<file path="src/rtl/padctl_gen2_pkg.sv">
// Shared types and constants for the second-generation pad controller.
package padctl_gen2_pkg;

  typedef enum logic [1:0] {
    ST_RESET,
    ST_WAIT,
    ST_SAMPLE,
    ST_LOCKED
  } strap_state_e;

  // Dual-purpose pad indices
  localparam int unsigned DpsTck  = 0;
  localparam int unsigned DpsTdi  = 1;
  localparam int unsigned DpsTdo  = 2;
  localparam int unsigned DpsTms  = 3;
  localparam int unsigned DpsTrst = 4;
  localparam int unsigned DpsSrst = 5;
  localparam int unsigned DpsMode = 6;
  localparam int unsigned DpsBoot = 7;

  // Values seen by an interface that is not routed to the DPS pads
  localparam logic IdleSck   = 1'b0;
  localparam logic IdleMosi  = 1'b0;
  localparam logic IdleCsb   = 1'b1;
  localparam logic IdleTck   = 1'b0;
  localparam logic IdleTdi   = 1'b0;
  localparam logic IdleTms   = 1'b0;
  localparam logic IdleTrstN = 1'b1;
  localparam logic IdleSrstN = 1'b1;
  // TAP held in reset until the straps are locked
  localparam logic HoldTrstN = 1'b0;

endpackage

</file>
<file path="src/rtl/padctl_in_filter.sv">
// One-bit pad input: synchroniser chain followed by a glitch filter.
module padctl_in_filter
  import padctl_gen2_pkg::*;
#(
  parameter int unsigned SyncStages   = 2,
  parameter int unsigned FilterCycles = 4
) (
  input  logic clk_i,
  input  logic rst_i,
  input  logic pad_i,
  output logic sync_o,
  output logic filt_o
);

  logic [SyncStages-1:0] r_sync;
  logic [3:0]            r_cnt;
  logic                  r_filt;
  logic                  w_sync;

  assign w_sync = r_sync[SyncStages-1];
  assign sync_o = w_sync;
  assign filt_o = r_filt;

  // Shift the pad value through the synchroniser chain
  always_ff @(posedge clk_i) begin
    if (rst_i) r_sync <= '0;
    else       r_sync <= {r_sync[SyncStages-2:0], pad_i};
  end

  // Accept a new level only after FilterCycles consecutive differing samples
  always_ff @(posedge clk_i) begin
    if (rst_i) begin
      r_cnt  <= '0;
      r_filt <= 1'b0;
    end else if (w_sync == r_filt) begin
      r_cnt <= '0;
    end else if (r_cnt == 4'(FilterCycles - 1)) begin
      r_filt <= w_sync;
      r_cnt  <= '0;
    end else begin
      r_cnt <= r_cnt + 4'd1;
    end
  end

endmodule

</file>
<file path="src/rtl/padctl_gen2.sv">
// Pad controller: GPIO/UART/DPS input conditioning, strap latching, JTAG/SPI mux.
module padctl_gen2
  import padctl_gen2_pkg::*;
#(
  parameter int unsigned NumGpio      = 16,
  parameter int unsigned SyncStages   = 2,
  parameter int unsigned FilterCycles = 4,
  parameter int unsigned StrapDelay   = 8
) (
  input  logic               clk_i,
  input  logic               rst_i,
  input  logic [NumGpio-1:0] gpio_pad_i,
  output logic [NumGpio-1:0] gpio_pad_o,
  output logic [NumGpio-1:0] gpio_pad_oe_o,
  input  logic [NumGpio-1:0] gpio_filter_en_i,
  input  logic [31:0]        cio_gpio_d2p,
  input  logic [31:0]        cio_gpio_en_d2p,
  output logic [31:0]        cio_gpio_p2d,
  input  logic               uart_rx_pad_i,
  output logic               uart_tx_pad_o,
  output logic               uart_tx_pad_oe_o,
  input  logic               cio_uart_tx_d2p,
  input  logic               cio_uart_tx_en_d2p,
  output logic               cio_uart_rx_p2d,
  input  logic [7:0]         dps_pad_i,
  output logic [7:0]         dps_pad_o,
  output logic [7:0]         dps_pad_oe_o,
  output logic               cio_spi_device_sck_p2d,
  output logic               cio_spi_device_csb_p2d,
  output logic               cio_spi_device_mosi_p2d,
  input  logic               cio_spi_device_miso_d2p,
  input  logic               cio_spi_device_miso_en_d2p,
  output logic               cio_jtag_tck_p2d,
  output logic               cio_jtag_tms_p2d,
  output logic               cio_jtag_trst_n_p2d,
  output logic               cio_jtag_srst_n_p2d,
  output logic               cio_jtag_tdi_p2d,
  input  logic               cio_jtag_tdo_d2p,
  output logic               jtag_spi_n_o,
  output logic               boot_strap_o,
  output logic               strap_valid_o
);

  logic [NumGpio-1:0] w_gpio_sync;
  logic [NumGpio-1:0] w_gpio_filt;
  logic [NumGpio-1:0] w_gpio_in;
  logic [7:0]         w_dps_sync;
  logic [7:0]         w_dps_filt_unused;
  logic               w_uart_filt_unused;
  logic               w_unused;

  strap_state_e r_state, w_state_nxt;
  logic [7:0]   r_cnt;
  logic         r_jtag_spi_n;
  logic         r_boot_strap;

  for (genvar g = 0; g < NumGpio; g++) begin : g_gpio
    padctl_in_filter #(.SyncStages(SyncStages), .FilterCycles(FilterCycles)) u_in (
      .clk_i (clk_i),
      .rst_i (rst_i),
      .pad_i (gpio_pad_i[g]),
      .sync_o(w_gpio_sync[g]),
      .filt_o(w_gpio_filt[g])
    );
  end

  padctl_in_filter #(.SyncStages(SyncStages), .FilterCycles(FilterCycles)) u_uart_rx (
    .clk_i (clk_i),
    .rst_i (rst_i),
    .pad_i (uart_rx_pad_i),
    .sync_o(cio_uart_rx_p2d),
    .filt_o(w_uart_filt_unused)
  );

  for (genvar d = 0; d < 8; d++) begin : g_dps
    padctl_in_filter #(.SyncStages(SyncStages), .FilterCycles(FilterCycles)) u_in (
      .clk_i (clk_i),
      .rst_i (rst_i),
      .pad_i (dps_pad_i[d]),
      .sync_o(w_dps_sync[d]),
      .filt_o(w_dps_filt_unused[d])
    );
  end

  assign w_unused = ^{cio_gpio_d2p[31:NumGpio], cio_gpio_en_d2p[31:NumGpio],
                      w_dps_sync[DpsTdo], w_dps_filt_unused, w_uart_filt_unused};

  assign w_gpio_in        = (w_gpio_filt & gpio_filter_en_i) | (w_gpio_sync & ~gpio_filter_en_i);
  assign gpio_pad_o       = cio_gpio_d2p[NumGpio-1:0];
  assign gpio_pad_oe_o    = cio_gpio_en_d2p[NumGpio-1:0];
  assign uart_tx_pad_o    = cio_uart_tx_d2p;
  assign uart_tx_pad_oe_o = cio_uart_tx_en_d2p;
  assign jtag_spi_n_o     = r_jtag_spi_n;
  assign boot_strap_o     = r_boot_strap;
  assign strap_valid_o    = (r_state == ST_LOCKED);

  // Core-side GPIO input word with the latched straps appended
  always_comb begin
    cio_gpio_p2d              = '0;
    cio_gpio_p2d[NumGpio-1:0] = w_gpio_in;
    cio_gpio_p2d[NumGpio]     = r_jtag_spi_n;
    cio_gpio_p2d[NumGpio+1]   = r_boot_strap;
  end

  // Strap state register, wait counter and latched strap values
  always_ff @(posedge clk_i) begin
    if (rst_i) begin
      r_state      <= ST_RESET;
      r_cnt        <= '0;
      r_jtag_spi_n <= 1'b0;
      r_boot_strap <= 1'b0;
    end else begin
      r_state <= w_state_nxt;
      case (r_state)
        ST_WAIT:   r_cnt <= r_cnt + 8'd1;
        ST_SAMPLE: begin
          r_jtag_spi_n <= w_dps_sync[DpsMode];
          r_boot_strap <= w_dps_sync[DpsBoot];
        end
        ST_LOCKED: ;
        default:   r_cnt <= '0;
      endcase
    end
  end

  // Strap sequencing: wait StrapDelay cycles, sample once, then lock
  always_comb begin
    w_state_nxt = r_state;
    case (r_state)
      ST_RESET:  w_state_nxt = ST_WAIT;
      ST_WAIT:   if (r_cnt == 8'(StrapDelay - 1)) w_state_nxt = ST_SAMPLE;
      ST_SAMPLE: w_state_nxt = ST_LOCKED;
      default:   w_state_nxt = ST_LOCKED;
    endcase
  end

  // DPS routing to JTAG or SPI once locked; idle/held values before that
  always_comb begin
    dps_pad_o               = '0;
    dps_pad_oe_o            = '0;
    cio_spi_device_sck_p2d  = IdleSck;
    cio_spi_device_mosi_p2d = IdleMosi;
    cio_spi_device_csb_p2d  = IdleCsb;
    cio_jtag_tck_p2d        = IdleTck;
    cio_jtag_tdi_p2d        = IdleTdi;
    cio_jtag_tms_p2d        = IdleTms;
    cio_jtag_trst_n_p2d     = HoldTrstN;
    cio_jtag_srst_n_p2d     = IdleSrstN;
    if (r_state == ST_LOCKED) begin
      if (r_jtag_spi_n) begin
        cio_jtag_tck_p2d     = w_dps_sync[DpsTck];
        cio_jtag_tdi_p2d     = w_dps_sync[DpsTdi];
        cio_jtag_tms_p2d     = w_dps_sync[DpsTms];
        cio_jtag_trst_n_p2d  = w_dps_sync[DpsTrst];
        cio_jtag_srst_n_p2d  = w_dps_sync[DpsSrst];
        dps_pad_o[DpsTdo]    = cio_jtag_tdo_d2p;
        dps_pad_oe_o[DpsTdo] = 1'b1;
      end else begin
        cio_jtag_trst_n_p2d     = IdleTrstN;
        cio_spi_device_sck_p2d  = w_dps_sync[DpsTck];
        cio_spi_device_mosi_p2d = w_dps_sync[DpsTdi];
        cio_spi_device_csb_p2d  = w_dps_sync[DpsTms];
        dps_pad_o[DpsTdo]       = cio_spi_device_miso_d2p;
        dps_pad_oe_o[DpsTdo]    = cio_spi_device_miso_en_d2p;
      end
    end
  end

endmodule

</file>
<file path="config.mk">
export PLATFORM = sky130hd
export DESIGN_NAME = padctl_gen2
export DESIGN_NICKNAME = d
export VERILOG_FILES = /design/src/rtl/padctl_gen2_pkg.sv /design/src/rtl/padctl_in_filter.sv /design/src/rtl/padctl_gen2.sv
export SDC_FILE = /design/constraint.sdc
export NUM_CORES = 1
export LEC_CHECK = 0
export BUFFER_PORTS_ARGS = -buffer_cell sky130_fd_sc_hd__buf_4
export CAP_MARGIN = 20
export CORE_MARGIN = 3
export CORE_UTILIZATION = 30
export CTS_BUF_LIST = sky130_fd_sc_hd__clkbuf_2
export CTS_CLUSTER_SIZE = 14
export DETAILED_ROUTE_END_ITERATION = 8
export SKIP_CTS_REPAIR_TIMING = 1
export SLEW_MARGIN = 20
export SYNTH_ARGS = -nofsm -noshare
export SYNTH_HDL_FRONTEND = slang
export SYNTH_HIERARCHICAL = 1
export SYNTH_SLANG_ARGS = --single-unit
</file>
<file path="constraint.sdc">
create_clock -name clk_i -period 2.9 [get_ports clk_i]
set_clock_uncertainty 0.1 [all_clocks]
set_input_delay 0.145 -clock clk_i [delete_from_list [all_inputs] [get_ports clk_i]]
set_output_delay 0.145 -clock clk_i [all_outputs]
set_load 0.005 [all_outputs]
</file>
Yosys cells after proc, flatten, opt, wreduce, memory -nomap -nowiden
Index checks and enable logic that the tools add are counted.
{ "totals": {"register_bits": 140, "elab_cells": 191, "inputBits": 112, "out_inout_bits": 94} }
{ "op_classes": {"n_bitwise": 20, "eq_ne": 37, "mux": 23, "reduce_logical": 34, "n_addsub": 17} }
{ "ops": {"columns": ["op", "count"], "rows": [
  ["$add A4 B1 Y4 const B", 16],
  ["$eq A4 B2 Y1 const B", 16],
  ["$reduce_or A3 Y1", 16],
  ["$and A16 B16 Y16", 2],
  ["$reduce_and A2 Y1", 16],
  ["$mux W1", 20],
  ["$eq A1 B1 Y1", 16],
  ["$not A1 Y1", 16],
  ["$not A16 Y16", 1],
  ["$or A16 B16 Y16", 1],
  ["$pmux W8 S2", 1],
  ["$add A8 B1 Y8 const B", 1],
  ["$eq A8 B3 Y1 const B", 1],
  ["$eq A2 B2 Y1 const B", 2],
  ["$pmux W2 S2", 1],
  ["$eq A2 B1 Y1 const B", 1],
  ["$logic_not A2 Y1", 1],
  ["$mux W2", 1],
  ["$ne A2 B2 Y1 const B", 1],
  ["$reduce_or A2 Y1", 1]
]} }

Logic depth before layout (Yosys ltp)
{ "depth": {"word_depth": 3, "ltp_mapped": 4, "mapped_depth_nobuf": 4} }

Cells and area by module
The synthesis kept the hierarchy.
{ "by_module_without_submodules": {"columns": ["module", "n_inst", "area_each_um2", "seq_area_each_um2", "cells_per_inst"], "rows": [
  ["padctl_in_filter", 24, 247.7, 140.1, 23],
  ["padctl_gen2", 1, 1287.5, 240.2, 150]
]} }

Worst setup path after synthesis
No wires, ideal clock.
{ "synth_timing": {"path_type": "register to register", "from": "reg r_state[1]", "to": "reg r_cnt[7] (netlist name)", "required_ns": 2.741, "path_buffers": 1, "arrival_ns": 1.148, "setup_time_ns": 0.059, "stages_incl_launch_ff": 5, "slack_ns": 1.593, "period_less_slack_ns": 1.307, "cell_sequence": "dfxtp_1 -> buf_4 -> nand4b_4 -> or4_1 -> nand2_1"} }
{ "synth_rtl": {"columns": ["item", "line", "text"], "rows": [
  ["start: declaration", "padctl_gen2.sv:52", "strap_state_e r_state, w_state_nxt;"],
  ["start signal: assignment", "padctl_gen2.sv:113", "r_state <= w_state_nxt;"]
]} }

Worst setup path in the final report
{ "layout_timing": {"from": "reg r_state[1]", "to": "out cio_spi_device_sck_p2d"} }
{ "layout_between": {"elab_chain_len": 2} }
{ "layout_lines": {"columns": ["item", "line", "text"], "rows": [
  ["$eq A2 B2 Y1", "padctl_gen2.sv:149", "if (r_state == ST_LOCKED) begin"],
  ["$mux W1", "padctl_gen2.sv:149", null],
  ["end: declaration", "padctl_gen2.sv:28", "output logic cio_spi_device_sck_p2d,"]
]} }
Every way passes these cells.

==> summary.md <==
| Metric | Value |
|---|---|
| Final setup fails | 0 |
| N_diodes | 0 |
| GPL Wtd Cong | roughly 0.7 |
| Post-placement cell area | 6150 um^2 |
| Number of DRC markers in iteration 0 | 78 |
| RSZ-0062 raised after global routing | no |
| Syn Inst Count | 550 |
| Max-Slew Margin vs Limit | 59.6% |
| Hold Path Depth | 3 |
| LEAKAGE | 2.82 nW |
| Row cnt | between 40 and 50 |
| WP data arrival | 1990 ps |
| Cell area after layout | ~7000 um^2 |
| Critical path launch point type | flop |
| First-pass GRT wire length | 14500 um |
| DRT Pass-1 Iters | 4 |
| Total wire length | slightly above 9000 um |
| Clock buffer depth | 2 |
| Critical Path Stages | 3 |
| NumNets Final | 779 |
| CP max-delay cell | dfxtp_1 |
| Bufs and invs on worst path | 1 |
| Die height | 143 um |
| Gr usage total | under 10% |
| Hold crit path type | primary input to flop |
| Initial antenna violation count | 0 |
| CP Max Fanout | 11 |
| Setup_tns | 0 ps |
| Mean Syn Cell Area | 10.3 um^2 |
| Max-cap violations | 0 |
| CTS tree | yes |
| CP Capture Type | output port |
| Layout cells sized above 1 | 21.2% |
| Remaining DRCs | 0 |
| Final Hold Viols | 0 |
| DR vias/cell | 4.09 |
| Core area | 18300 um^2 |
| Setup Crit Path Kind | flop to output port |
| Slew of the pin with the lowest slew margin | between 600 and 700 ps |
| Number of port buffers | 76 |
| DIE WIDTH | 143 um |
| R2R cell count | 3 |
| Max-slew violation count | 0 |
| Min Tclk post-route | roughly 2200 ps |
| Clk root buf | clkbuf_2 |
| Clock Latency Late Sink | 640 ps |
| Layout area overhead | 20.4% |
| Num ports | 206 |
| Fmax | 448 MHz |
| Crit-path cells | nand2_1 > nor3b_1 > buf_4 |
| WL/cell | 10.4 um |
| Period utilisation layout | 77.0% |
| CTS buffer count | 17 |
| DR vias | ~3600 |
| Max incr delay on CP | 540 ps |
| Clock transition at the registers of the reported paths | 200 ps |
| CP Data Required Time | 2650 ps |
| Max VDD drop | ~0.26 mV |
| Crit-path leading delay family | simple AND/OR/NAND/NOR gates |
| Power density over the cells | between 500 and 600 nW/um^2 |
| Synth Cell Area | 5670 um^2 |
| Synth warn | 6 |
| Final ANT Viol Nets | 0 |
| Status | complete, no violations |
| Starting Density | 31.0% |
| Layout Utilization | 37.4% |
| Grt ovf | 0 |
| DP HPWL | roughly 6200 um |
| TritonCTS Sinks | 140 |
| H-tree lvl count | 4 |
| Die footprint | about 20000 um^2 |
| Number of global-route vias before repair | 3256 |
| Pin count of the biggest net entering global routing | 59 |
==> worst reg2reg max path, cell delays in order (launching register included) <==
cell and delay [ps]:
dfxtp_1 540, o21bai_1 260, or4_1 540, nand2_1 70
==> where the power goes <==
group,switching [mW],total [mW],internal (mW)
combinational,0.0775,0.211,0.134
clock,0.680,1.24,0.556
sequential,0.0236,1.99,1.97
==> worst paths after layout <==
check / startpoint / endpoint / slack [ps]
max: r_state[1] / cio_spi_device_sck_p2d / 670
min: gpio_pad_i[7] / g_gpio[7].u_in/r_sync[0] / 140
max reg2reg: r_state[1] / r_cnt[7] / 1350
min reg2reg: g_gpio[1].u_in/r_cnt[0] / g_gpio[1].u_in/r_cnt[0] / 350
==> metrics by stage <==
| stage | std cells | setup WS (ps) | hold slack [ps] | total power, mW |
|---|---|---|---|---|
| after floorplan | 577 | 1590 | 117 | 2.17 |
| after global placement | 817 | 1250 | 190 | 2.20 |
| after detailed placement | 817 | 1260 | 190 | 2.20 |
| after CTS | 848 | 461 | -526 | 3.48 |
| after global routing | 890 | 359 | 22.3 | 3.63 |
| final | 890 | 668 | 138 | 3.44 |
==> state kept, by name (all words and copies together), names as in the netlist <==
name and count:
g_gpio.u_in/r_cnt 64, g_gpio.u_in/r_sync 32, g_gpio.u_in/filt_o 16, g_dps.u_in/r_sync 14, r_cnt 8, r_state 2, u_uart_rx/r_sync 2, boot_strap_o 1
jtag_spi_n_o 1
==> layout make-up <==
class	count	area, um^2
Fill cell	1816	11400
Sequential cell	140	2800
Multi-Input combinational cell	353	2410
Timing Repair Buffer	119	998
Tap cell	229	287
Clock inverter	13	174
Clock buffer	18	90.1
Inverter	18	67.6
==> metal layers <==
layer | wire (um) | GRT usage (%) | part of all wire (%)
met5 | 0 | 0 | 0
met4 | 386 | 5.25 | 4.2
met3 | 671 | 4.16 | 7.3
met2 | 3970 | 13.6 | 43
met1 | 4200 | 10.0 | 45
==> cells in the final DEF (no fill, tap or decap), types with 20 or more instances in the layout <==
master,instances
buf_4,77
conb_1,28
dfxtp_1,140
mux2i_1,20
xnor2_1,33
nor2b_1,50
nor2_1,91
dlygate4sd3_1,42
Note: power is estimated with default switching activity, not from simulation.
